## src/rtl/io_input_debouncer.sv

```systemverilog
// io_input_debouncer
//   Conditions raw board switches and pushbuttons before they reach the
//   data-memory/I/O block. Every bit gets a two-flop synchroniser followed by
//   its own saturating debounce counter. The debounced level only flips once
//   the synchronised input has disagreed with it for DEBOUNCE_CYCLES
//   consecutive cycles. Key press/release edges are reported as one-cycle
//   pulses.
//
// Ports
//   CLK        in   system clock, all state updates on rising edge
//   RESET_N    in   asynchronous active-low reset
//   SW         in   [NSW]  raw switches, async to CLK, active-high
//   KEY        in   [NKEY] raw pushbuttons, async to CLK, active-low
//   SW_DB      out  [NSW]  debounced switches, active-high
//   KEY_DB     out  [NKEY] debounced keys, active-low
//   KEY_PRESS  out  [NKEY] one-cycle pulse when KEY_DB[i] goes 1->0
//   KEY_REL    out  [NKEY] one-cycle pulse when KEY_DB[i] goes 0->1
module io_input_debouncer #(
  parameter int unsigned DEBOUNCE_CYCLES = 500000,
  parameter int unsigned CNTBITS         = 20,
  parameter int unsigned NSW             = 10,
  parameter int unsigned NKEY            = 4
) (
  input  logic            CLK,
  input  logic            RESET_N,
  input  logic [NSW-1:0]  SW,
  input  logic [NKEY-1:0] KEY,
  output logic [NSW-1:0]  SW_DB,
  output logic [NKEY-1:0] KEY_DB,
  output logic [NKEY-1:0] KEY_PRESS,
  output logic [NKEY-1:0] KEY_REL
);

  // Switches and keys share one datapath: bits [NSW-1:0] are switches,
  // bits [N-1:NSW] are keys. Only the reset level differs between the two
  // groups (switches idle low, keys idle high = released).
  localparam int unsigned N = NSW + NKEY;
  localparam logic [N-1:0] RST_VAL = {{NKEY{1'b1}}, {NSW{1'b0}}};
  localparam logic [CNTBITS-1:0] CNT_MAX = CNTBITS'(DEBOUNCE_CYCLES - 1);

  logic [N-1:0]       raw;
  logic [N-1:0]       sync1_q;
  logic [N-1:0]       sync2_q;
  logic [N-1:0]       db_q;
  logic [N-1:0]       db_d;
  logic [CNTBITS-1:0] cnt_q [N];
  logic [CNTBITS-1:0] cnt_d [N];
  logic [NKEY-1:0]    press_q;
  logic [NKEY-1:0]    press_d;
  logic [NKEY-1:0]    rel_q;
  logic [NKEY-1:0]    rel_d;

  assign raw = {KEY, SW};

  // Two-stage synchroniser; sync2_q is the synchronised input seen by the
  // debounce logic.
  always_ff @(posedge CLK or negedge RESET_N) begin
    if (!RESET_N) begin
      sync1_q <= RST_VAL;
      sync2_q <= RST_VAL;
    end else begin
      sync1_q <= raw;
      sync2_q <= sync1_q;
    end
  end

  // Per-bit debounce. Any agreement between the synchronised input and the
  // debounced level clears the count (no partial credit); the counter is
  // bounded by the terminal compare, so it never wraps.
  always_comb begin
    db_d = db_q;
    for (int unsigned i = 0; i < N; i++) begin
      cnt_d[i] = cnt_q[i];
      if (sync2_q[i] == db_q[i]) begin
        cnt_d[i] = '0;
      end else if (cnt_q[i] == CNT_MAX) begin
        db_d[i]  = sync2_q[i];
        cnt_d[i] = '0;
      end else begin
        cnt_d[i] = cnt_q[i] + CNTBITS'(1);
      end
    end
  end

  // Pulses are registered alongside the key level they describe, so a pulse
  // appears on the same edge that flips KEY_DB.
  always_comb begin
    press_d = db_q[N-1:NSW] & ~db_d[N-1:NSW];
    rel_d   = ~db_q[N-1:NSW] & db_d[N-1:NSW];
  end

  always_ff @(posedge CLK or negedge RESET_N) begin
    if (!RESET_N) begin
      db_q    <= RST_VAL;
      press_q <= '0;
      rel_q   <= '0;
      for (int unsigned i = 0; i < N; i++) begin
        cnt_q[i] <= '0;
      end
    end else begin
      db_q    <= db_d;
      press_q <= press_d;
      rel_q   <= rel_d;
      for (int unsigned i = 0; i < N; i++) begin
        cnt_q[i] <= cnt_d[i];
      end
    end
  end

  assign SW_DB     = db_q[NSW-1:0];
  assign KEY_DB    = db_q[N-1:NSW];
  assign KEY_PRESS = press_q;
  assign KEY_REL   = rel_q;

endmodule

```

## config.mk

```make
export PLATFORM = sky130hd
export DESIGN_NAME = io_input_debouncer
export DESIGN_NICKNAME = d
export VERILOG_FILES = /design/src/rtl/io_input_debouncer.sv
export SDC_FILE = /design/constraint.sdc
export NUM_CORES = 1
export LEC_CHECK = 0
export ABC_AREA = 1
export BUFFER_PORTS_ARGS = -buffer_cell sky130_fd_sc_hd__buf_4
export CORE_MARGIN = 3
export CORE_UTILIZATION = 35
export DETAILED_ROUTE_END_ITERATION = 10
export PLACE_DENSITY = 0.54
export SYNTH_ARGS = -nofsm -noshare
export SYNTH_HDL_FRONTEND = slang
export SYNTH_SLANG_ARGS = --single-unit
```

## constraint.sdc

```tcl
create_clock -name CLK -period 2 [get_ports CLK]
set_input_delay 0.3 -clock CLK [delete_from_list [all_inputs] [get_ports CLK]]
set_output_delay 0.3 -clock CLK [all_outputs]
set_load 0.02 [all_outputs]
```

# After elaboration in Yosys (flattened, before gate mapping)

Index checks and enable logic that the tools add are counted.

Memories kept: 0
Logic and storage cells: 131
RAM bits: 0
Latch bits: 0
Input port bits: 16
Memory bits (read-only): 0
Flip-flop bits (word level): 330

Eq/ne operators: 28
Div/mod/pow operators: 0
Shifts and indexed selects: 0
Add/sub/neg operators: 14
Bitwise gates (word level): 14
Mux-type cells: 36
Order comparisons: 0
$mul: 0
Reductions and logical operators: 10

Operators by type and width:

| operator                                        | number |
|---|---|
| two-way mux 20 bit                              | 28 |
| adder 20 x 1 -> 20 bit, second input constant   | 14 |
| == test 20 x 19 -> 1 bit, second input constant | 14 |
| AND reduction 2 bit                             | 10 |
| == test 1 bit                                   | 14 |
| NOT 1 bit                                       | 10 |
| AND 4 bit                                       | 2 |
| two-way mux 1 bit                               | 8 |
| NOT 4 bit                                       | 2 |

# Longest topological paths before layout

Depth after elaboration: 5
Mapped depth: 9
Mapped depth without buffers: 9

# Worst setup path after synthesis

OpenSTA, ideal clock, no wires.

Path kind: reg-to-reg
From: register cnt_q[200] (netlist name)
To: register cnt_q[212] (netlist name)
Period minus slack after synthesis: 1,337 ps
Slack: 663 ps
Cell stages (with the launch flop): 9
Data arrival time: 1,216 ps
Data required time: 1,879 ps
Buffers on the path: 0
Cell sequence: dfrtp_1 -> ha_1 -> nand2_1 -> nor2_1 -> nand2_1 -> inv_1 -> nand2_1 -> xor2_1 -> nor2_1

RTL lines:

| item                             | line | source |
|---|---|---|
| start: declaration               | 46   | `logic [CNTBITS-1:0] cnt_q [N];` |
| start signal: indexed assignment | 105  | `cnt_q[i] <= cnt_d[i];` |

==> summary.txt <==
Global routing
  – Tot GR Track Use: 14.54%
  – Largest net degree at the start of global routing: 55
  – Initial antenna violation count: 0
  – First-pass GRT wire length: 69810 um
  – Total grt overflow: 0
  – Vias in the first global route: 14856

Timing
  – F_max: 628.7 MHz
  – Clk_skew: 0.02158 ns
  – Slew @ Worst Pin: 0.5093 ns
  – Period minus WS final: 1.591 ns
  – Slew Viols, Final: 0
  – Final TNS setup: 0 ns
  – Final Hold Viols: 0
  – Rel. slew slack: 66.05%
  – Period utilisation layout: 79.53%
  – Endpoints failing setup: 0
  – Unrepaired setup endpoints after global routing: no

Die
  – Top Ports: 38
  – Initial Util: 35.56%
  – Die height: 234.8 um
  – Die Area: 0.05511 mm2
  – Core Rows: 83
  – Core area: 0.05151 mm2
  – Die Width: 234.8 um

Synth
  – Synth Register Bits: 330
  – Fraction of registers with async set or reset after synthesis: 100.0%
  – Cells after synthesis: 2396
  – Post-synth EDFFs: 0
  – Sequential share of the synthesized area: 45.17%
  – Dominant cell by count in the synthesized netlist: nor2_1
  – Syn. warnings: 0
  – Most used DFF post-synth: dfrtp_1
  – Post-synth top area share: 43.45%
  – Leading area contributor after synthesis: dfrtp_1
  – Net count after synthesis: 2426
  – Synth cell count leaders: nor2_1 (548), nand2_1 (453), dfrtp_1 (318)
  – Synth area leaders: dfrtp_1 (43%), nor2_1 (11%), nand2_1 (9.3%)
  – Mapped Area: 0.01832 mm2
  – Mean area per synthesized cell: 7.645 um2
  – Unique masters post-synth: 34

Power
  – Peak VDD IR: 0.7005 mV
  – Leak Pwr: 0.008729 uW
  – Power Density: 712.4 mW/mm2

Detailed routing
  – Via count: 15139
  – DRT iter0 DRCs: 965
  – First-pass iteration count of the detailed router: 5
  – Post-DRT Antenna Nets: 0
  – Routed vias/inst: 4.725
  – Wire per inst: 12.35 um
  – Post-detailed-routing wire length: 39570 um
  – DRC violations left: 0

Job
  – Maximum Capacitance Violations: 0

Clocking
  – Worst skew pair latency: 0.56 ns
  – Clock Sinks: 330
  – Post-CTS Resized: 0
  – CTS buffer count: 41
  – CTS root buffer: clkbuf_16
  – Post-CTS setup buffers: 0
  – CTS clk-pin slew, worst paths: 0.06 ns
  – Htree depth: 2
  – CTS tree: built
  – Clock buffer depth: 3
  – Hold Buf Count CTS: 15

Finish
  – Layout area overhead: 15.60%
  – Final #Nets: 2523
  – Diode count: 0
  – Share of layout cells above drive strength 1: 12.04%
  – Final core occ: 41.10%

Critical path
  – Max incr delay on CP: 0.39 ns
  – Startpoint Class: flip-flop
  – Critical Path Sink Type: flip-flop
  – Arrival @ worst endpoint: 2.03 ns
  – Crit-path cells: ha_1 > nand2_1 > nor2_1 > nand3_1 > nand2_1 > nor2_1
  – Setup CP Type: flip-flop to flip-flop
  – Crit Path Max Fanout: 6
  – WP data required: 2.44 ns
  – Slowest library cell on the worst path: dfrtp_1

Placement
  – DPL Wire Length: 28800 um
  – Gp weighted congestion: 0.9195
  – Port Buf Inserts: 37

Min path
  – Hold WC Path Type: primary input to asynchronous set/reset pin

Status
  – Status: completed
-- report_power, final --
| group | leakage (uW) | internal [uW] | switching (uW) |
|---|---|---|---|
| registers | 0.00449 | 6780 | 73.2 |
| clock network | 0.000708 | 4860 | 2870 |
| logic | 0.00353 | 162 | 329 |
| total | 0.00873 | 11800 | 3270 |
-- flip-flops by register name, summed over array words and instances, names as in the netlist --
signal,flops
cnt_q,280
db_q,14
sync1_q,14
sync2_q,14
KEY_PRESS,4
KEY_REL,4
-- through the flow --
stage | power, uW | instances | cell area (um2) | worst slack, ns | hold WS [ns]
final | 15080 | 3204 | 21170 | 0.4094 | 0.3002
after CTS | 15430 | 3204 | 21170 | 0.3755 | 0.2840
after global placement | 7453 | 3115 | 19590 | 0.5032 | 0.2958
after detailed placement | 7467 | 3115 | 19590 | 0.4264 | 0.2912
after global routing | 15770 | 3204 | 21170 | 0.2408 | 0.3318
after floorplan | 7179 | 2396 | 18320 | 0.6629 | 0.004409
-- cells by family (layout without fill, tap and decap cells) --
logic type	Yosys count	in the layout	share of synthesized area, %
compound gates	91	91	2.650
xor+xnor	129	129	6.291
fa+ha+maj	14	14	0.9564
buf+inv	313	441	6.489
flops	330	330	45.17
simple gates	1519	1519	38.45
-- final cells by class --
| type | count | area, um2 |
|---|---|---|
| timing repair buffer | 68 | 643.1 |
| multi-input combinational | 1753 | 8855 |
| sequential | 330 | 8273 |
| clock buffer | 60 | 1219 |
| fill | 5316 | 30340 |
| inverter | 299 | 1122 |
| clock inverter | 14 | 210.2 |
| tap | 680 | 850.8 |
-- critical path: cells and delay by family, from the launching register on --
kind	cells	cell delay [ns]
AND/OR/NAND/NOR	5	0.90
flip-flops	1	0.39
adder cells (fa/ha/maj)	1	0.19
-- worst paths after layout --
kind / startpoint / endpoint / slack (ns) / cells past startpoint
max: cnt_q[100] / cnt_q[118] / 0.41 / 6
min: RESET_N / cnt_q[82] / 0.30 / 2
max reg2reg: cnt_q[100] / cnt_q[118] / 0.41 / 6
min reg2reg: sync1_q[4] / sync2_q[4] / 0.35 / 0
max in group asynchronous: RESET_N / sync1_q[11] / 1.03 / 3
min in group CLK: sync1_q[4] / sync2_q[4] / 0.35 / 0
-- cell usage in the layout, fill, tap and decap left out, types with 32 or more instances in the layout --
master	synthesis	final
buf_4	2	45
clkbuf_16	0	42
dfrtp_1	318	318
inv_1	289	289
nand2_1	453	453
nand2_2	35	35
nand3_1	253	253
nand4_1	51	51
nor2_1	548	548
nor2_2	51	51
nor2_4	32	32
nor3_1	32	32
o21ai_1	45	45
xnor2_1	32	32
xor2_1	94	94
-- per-layer routing --
layer  part of all wire (%)  global-route usage (%)
met3                    4.1                   2.394
met1                     47                   19.70
met5                      0                       0
met2                     46                   23.67
met4                    2.4                   4.971
Note: power is estimated with default switching activity, not from simulation.
